[config.mk]
export PLATFORM = sky130hd
export DESIGN_NAME = latch_write_ctrl
export DESIGN_NICKNAME = d
export VERILOG_FILES = /design/src/rtl/latch_ctrl_pkg.sv /design/src/rtl/sync_2ff.sv /design/src/rtl/latch_write_ctrl.sv
export SDC_FILE = /design/constraint.sdc
export NUM_CORES = 1
export LEC_CHECK = 0
export CORE_UTILIZATION = 30
export CTS_BUF_LIST = sky130_fd_sc_hd__clkbuf_2
export DETAILED_ROUTE_END_ITERATION = 6
export SYNTH_ARGS = -nofsm -noshare
export SYNTH_HDL_FRONTEND = slang
export SYNTH_SLANG_ARGS = --single-unit
[constraint.sdc]
create_clock -name clk -period 2.35 [get_ports clk]
set_input_delay 0.705 -clock clk [delete_from_list [all_inputs] [get_ports clk]]
set_output_delay 0.705 -clock clk [all_outputs]
set_load 0.03 [all_outputs]
[src/rtl/latch_ctrl_pkg.sv]
// Shared types and constants for the gated-latch write sequencer.
// Latency: n/a (declarations only).
// Backpressure: n/a.
package latch_ctrl_pkg;

    typedef enum logic [2:0] {
        IDLE   = 3'd0,
        SETUP  = 3'd1,
        PULSE  = 3'd2,
        HOLD   = 3'd3,
        VERIFY = 3'd4,
        DONE   = 3'd5
    } state_t;

    // Two synchronizer stages plus one compare cycle.
    localparam int VERIFY_CYC = 3;

    function automatic int max3(input int a, input int b, input int c);
        int m;
        m = a;
        if (b > m) m = b;
        if (c > m) m = c;
        return m;
    endfunction

endpackage

[src/rtl/sync_2ff.sv]
// Two-flop synchronizer for a single asynchronous bit, reset value 0.
// Latency: 2 clk cycles from input change to q.
// Backpressure: none (free-running).
// Ports: clk, rst_n (async active-low), d (async input), q (synchronized output).
// Only compiled in when LATCH_VERIFY_EN is defined; it has no user otherwise.
`ifdef LATCH_VERIFY_EN
module sync_2ff (
    input  logic clk,
    input  logic rst_n,
    input  logic d,
    output logic q
);

    logic meta;

    always_ff @(posedge clk or negedge rst_n) begin
        if (!rst_n) begin
            meta <= 1'b0;
            q    <= 1'b0;
        end else begin
            meta <= d;
            q    <= meta;
        end
    end

endmodule
`endif

[src/rtl/latch_write_ctrl.sv]
// Timed write sequencer for a gated D latch: data setup, gate pulse, data hold, optional readback.
// Latency: accept edge -> done_valid = SETUP_CYC+PULSE_CYC+HOLD_CYC (+VERIFY_CYC with verify).
// Backpressure: req_ready only in IDLE; requests while busy are dropped, not queued.
// Ports: clk, rst_n (async assert, sync release); req_valid/req_data/req_ready request handshake;
//        lat_d/lat_g registered latch drive; lat_q latch readback (async to clk);
//        done_valid/done_match completion pulse and readback result; busy = not IDLE.
// Build option: LATCH_VERIFY_EN adds the VERIFY state and the lat_q synchronizer; without it
//        lat_q is ignored and done_match reads 1 with every done pulse.
module latch_write_ctrl
    import latch_ctrl_pkg::*;
#(
    parameter int SETUP_CYC = 2,
    parameter int PULSE_CYC = 4,
    parameter int HOLD_CYC  = 2,
    parameter int CNT_W     = 8
) (
    input  logic clk,
    input  logic rst_n,
    input  logic req_valid,
    input  logic req_data,
    output logic req_ready,
    output logic lat_d,
    output logic lat_g,
    input  logic lat_q,
    output logic done_valid,
    output logic done_match,
    output logic busy
);

`ifdef LATCH_VERIFY_EN
    localparam bit VERIFY_EN = 1'b1;
`else
    localparam bit VERIFY_EN = 1'b0;
`endif

    localparam int MAX_PHASE = max3(max3(SETUP_CYC, PULSE_CYC, HOLD_CYC),
                                    VERIFY_EN ? VERIFY_CYC : 1, 1);

    // Elaboration-time parameter sanity.
    if (SETUP_CYC < 1 || PULSE_CYC < 1 || HOLD_CYC < 1) begin : g_bad_phase
        $error("latch_write_ctrl: SETUP_CYC, PULSE_CYC and HOLD_CYC must all be >= 1");
    end
    if (MAX_PHASE > (1 << CNT_W) - 1) begin : g_bad_cnt_w
        $error("latch_write_ctrl: CNT_W too narrow for the longest phase");
    end

    localparam logic [CNT_W-1:0] SETUP_LAST = CNT_W'(SETUP_CYC - 1);
    localparam logic [CNT_W-1:0] PULSE_LAST = CNT_W'(PULSE_CYC - 1);
    localparam logic [CNT_W-1:0] HOLD_LAST  = CNT_W'(HOLD_CYC - 1);

    state_t           state, state_nxt;
    logic [CNT_W-1:0] cnt, cnt_nxt;
    logic             lat_d_nxt;
    logic             match_bit;

`ifdef LATCH_VERIFY_EN
    localparam logic [CNT_W-1:0] VERIFY_LAST = CNT_W'(VERIFY_CYC - 1);

    logic q_sync;

    sync_2ff u_sync (
        .clk   (clk),
        .rst_n (rst_n),
        .d     (lat_q),
        .q     (q_sync)
    );

    // Only consumed on the last VERIFY cycle, when the synchronizer has settled.
    assign match_bit = (q_sync == lat_d);
`else
    logic unused_lat_q;
    assign unused_lat_q = lat_q;
    assign match_bit    = 1'b1;
`endif

    always_comb begin
        state_nxt = state;
        cnt_nxt   = cnt;
        lat_d_nxt = lat_d;
        case (state)
            IDLE: begin
                if (req_valid) begin
                    state_nxt = SETUP;
                    cnt_nxt   = '0;
                    lat_d_nxt = req_data;
                end
            end
            SETUP: begin
                if (cnt == SETUP_LAST) begin
                    state_nxt = PULSE;
                    cnt_nxt   = '0;
                end else begin
                    cnt_nxt = cnt + 1'b1;
                end
            end
            PULSE: begin
                if (cnt == PULSE_LAST) begin
                    state_nxt = HOLD;
                    cnt_nxt   = '0;
                end else begin
                    cnt_nxt = cnt + 1'b1;
                end
            end
            HOLD: begin
                if (cnt == HOLD_LAST) begin
`ifdef LATCH_VERIFY_EN
                    state_nxt = VERIFY;
`else
                    state_nxt = DONE;
`endif
                    cnt_nxt = '0;
                end else begin
                    cnt_nxt = cnt + 1'b1;
                end
            end
`ifdef LATCH_VERIFY_EN
            VERIFY: begin
                if (cnt == VERIFY_LAST) begin
                    state_nxt = DONE;
                    cnt_nxt   = '0;
                end else begin
                    cnt_nxt = cnt + 1'b1;
                end
            end
`endif
            DONE: begin
                state_nxt = IDLE;
            end
            default: begin
                state_nxt = IDLE;
                cnt_nxt   = '0;
            end
        endcase
    end

    // Outputs are registered from next-state so lat_g never glitches.
    // DONE is only entered from the final VERIFY cycle (or HOLD without
    // verify), so gating match_bit with the DONE entry samples it there.
    always_ff @(posedge clk or negedge rst_n) begin
        if (!rst_n) begin
            state      <= IDLE;
            cnt        <= '0;
            lat_d      <= 1'b0;
            lat_g      <= 1'b0;
            done_valid <= 1'b0;
            done_match <= 1'b0;
        end else begin
            state      <= state_nxt;
            cnt        <= cnt_nxt;
            lat_d      <= lat_d_nxt;
            lat_g      <= (state_nxt == PULSE);
            done_valid <= (state_nxt == DONE);
            done_match <= (state_nxt == DONE) && match_bit;
        end
    end

    assign req_ready = (state == IDLE);
    assign busy      = (state != IDLE);

endmodule

==> results.json <==
{
  "synth_top_area_share_pct": 47.7,
  "r2r_cells": 5,
  "power.leakage_nw": 0.373,
  "tns_ns": 0,
  "drc": 0,
  "syn-cell-area_sq_um": 734,
  "routedWlPerCell_um": 11.1,
  "min_period_over_period_pct": 89.1,
  "cts_root_buffer": "clkbuf_2",
  "fin_cells": 116,
  "grt_pass1_wl_mm": 2.25,
  "cp_top_family": "flip-flops",
  "regToRegEndpoint": "cnt[4]",
  "cp-end-kind": "output pin",
  "drv_slew": 0,
  "hp-class": "reg -> reg",
  "finalSetupViolations": 0,
  "critPathSlowestCell": "dfrtp_1",
  "fillers": 234,
  "max_stage_delay_ns": 0.47,
  "grt-ovfl-total": 0,
  "timing.hold.worst.start": "lat_d",
  "viasPerCell": 4.92,
  "cp_data_arrival_time_ns": 1.39,
  "crit_type": "reg -> out",
  "finalCriticalPeriod_ns": 2.09,
  "ys_seq_area_share_pct": 47.7,
  "ys_ff_latch": 14,
  "cts_tree": "built",
  "synth_enable_flop_cells": 0,
  "fin_nets": 97,
  "crit_chain": "nor3_2 > dlygate4sd2_1",
  "cts_hold_buf": 0,
  "rsz0062_at_grt": "no",
  "fin_worst_skew_ns": 0.00655,
  "htree_levels": 1,
  "path_buf_inv": 1,
  "io_buffers": 9,
  "num_vias": 571,
  "gp_congestion": 0.759,
  "rows": 17,
  "cp-start-kind": "register",
  "grt_max_degree": 15,
  "ys_top_cells_by_area": "dfrtp_1 48%, nand3_1 4.8%, nand2_1 4.6%, nor2_1 3.6%, xnor2_1 3.6%",
  "die_area_sq_um": 2650,
  "ys.flop_type": "dfrtp_1",
  "postSynthCellCount": 77,
  "clock_sinks": 14,
  "syn_avg_cell_area_sq_um": 9.54,
  "cts_buffer_depth": 2,
  "swShare_pct": 45.0,
  "clockPowerShare_pct": 9.2,
  "antenna_cells": 0,
  "ir_drop_mv": 0.420,
  "ios": 11,
  "clk_latency_ns": 0.27,
  "core_area_sq_um": 2250,
  "maxCapViolCount": 0,
  "outcome": "completed",
  "die_w_um": 51.5,
  "syn_nets": 84,
  "drt-pass1-iter-count": 4,
  "hold_violations": 0,
  "cts_setup_buffers": 0,
  "r2r_start": "cnt[0]",
  "die_h_um": 51.5,
  "drt-total-wl_mm": 1.29,
  "numCtsBuffers": 3,
  "area_delta_synth_final_pct": 18.9,
  "antenna_found_initial": 0,
  "drive_gt1_share_pct": 14.8,
  "required_ns": 1.64,
  "cp_max_fo": 6,
  "timing.fmax_mhz": 477,
  "async_flop_share_pct": 100,
  "powerDensity_nw_per_um2": 1350,
  "p_seq_share_pct": 40.5,
  "dp_cells": 113,
  "ys_types": 28,
  "yosys_warnings": 0,
  "path_clk_slew_ns": 0.12,
  "ant_nets": 0,
  "grt_pass1_vias": 529,
  "relSlewSlack_pct": 56.9,
  "tightest_slew_ns": 0.645,
  "start_util_pct": 32.6,
  "power.internal_mw": 0.648,
  "drt-initial-drc-count": 8,
  "yosys.area.top_type": "dfrtp_1",
  "worstHoldEndpoint": "lat_d",
  "rrSetupSlack_ns": 0.38,
  "power_frac_comb_pct": 50.3,
  "min_path_cells": 1,
  "track_usage_pct": 11.7,
  "switchingPower_mw": 0.530,
  "detailed_place_hpwl_um": 932
}
how the worst max path moves through the flow:
stage | to | cells after the start | start
after floorplan | busy | 3 | state[2]
after global routing | req_ready | 2 | state[1]
after global placement | cnt[7] | 6 | req_valid
after CTS | busy | 3 | state[1]
after detailed placement | cnt[7] | 6 | req_valid
final | req_ready | 2 | state[1]
placed cells by master, fill, tap and decap left out:
master | Yosys | layout
a21oi_1 | 1 | 1
nand2_1 | 9 | 9
nor3b_1 | 2 | 2
o21ai_0 | 5 | 5
and3_1 | 1 | 1
nor3_1 | 4 | 3
buf_4 | 1 | 2
nor3_2 | 0 | 1
a311o_2 | 2 | 2
inv_1 | 3 | 3
dlygate4sd2_1 | 0 | 1
xnor2_1 | 3 | 3
dfrtp_1 | 14 | 14
o21a_1 | 1 | 1
o21bai_1 | 1 | 1
mux2_4 | 1 | 1
nor2_1 | 7 | 7
dlymetal6s2s_1 | 0 | 1
a21o_1 | 1 | 1
mux2_2 | 1 | 1
or3_1 | 2 | 2
o31ai_1 | 1 | 1
clkbuf_2 | 0 | 3
a21oi_2 | 1 | 1
ha_1 | 2 | 2
or2_2 | 1 | 1
nor4_1 | 1 | 1
nand3_1 | 7 | 7
clkdlybuf4s50_1 | 0 | 7
nand4_1 | 2 | 2
or3_2 | 1 | 1
kinds of logic after synthesis:
group	share of synthesized area (%)
DFF	47.7
AOI/OAI and AO/OA	12.4
adders and majority gates	3.41
muxes	3.58
buffers and inverters	4.60
xor gates and xnor gates	3.58
and+or+nand+nor	24.7
repair_timing:
item,CTS,global route
endpoints found under the setup margin,1,1
resized for setup,1,1
endpoints found under the hold margin,0,0
final cells by class:
class,count,area (sq um),area share (%)
inverter,3,11.3,1.29
sequential,14,350,40.1
clock buffer,3,15.0,1.72
multi-input combinational,57,355,40.7
tap,28,35.0,4.01
timing repair buffer,11,106,12.2
routing by layer:
| layer | routed length [um] | track usage, % |
|---|---|---|
| met2 | 585 | 17.1 |
| met5 | 0 | 0 |
| met4 | 9 | 8.56 |
| met1 | 649 | 15.0 |
| met3 | 45 | 2.68 |
power by group through the flow:
stage	Sequential [mW]	Clock [mW]	Combinational (mW)
detailed placement	0.480	0	0.604
global placement	0.476	0	0.603
floorplan	0.480	0	0.436
CTS	0.476	0.115	0.600
finish	0.477	0.108	0.593
global route	0.498	0.124	0.659
stage by stage:
stage	worst slack (ns)	utilization (%)	area [sq um]	total power [mW]	hold WS, ns
final	0.255	38.7	873	1.18	0.523
after global routing	0.167	38.7	873	1.28	0.562
after CTS	0.0109	38.6	871	1.19	0.529
after detailed placement	0.132	38.0	857	1.08	0.499
after global placement	0.139	38.0	857	1.08	0.488
after floorplan	0.271	-	739	0.917	0.409
registers in the layout (all words and copies together), names as in the netlist:
signal      flops
lat_g           1
done_match      1
state           3
lat_d           1
cnt             8
cell usage after synthesis (2+ instances only):
master	instances
ha_1	2
xnor2_1	3
nor2_1	7
nor3_1	4
nand3_1	7
nand4_1	2
nor3b_1	2
o21ai_0	5
a311o_2	2
dfrtp_1	14
nand2_1	9
or3_1	2
inv_1	3
No activity file was read; power rests on OpenSTA's default activity.
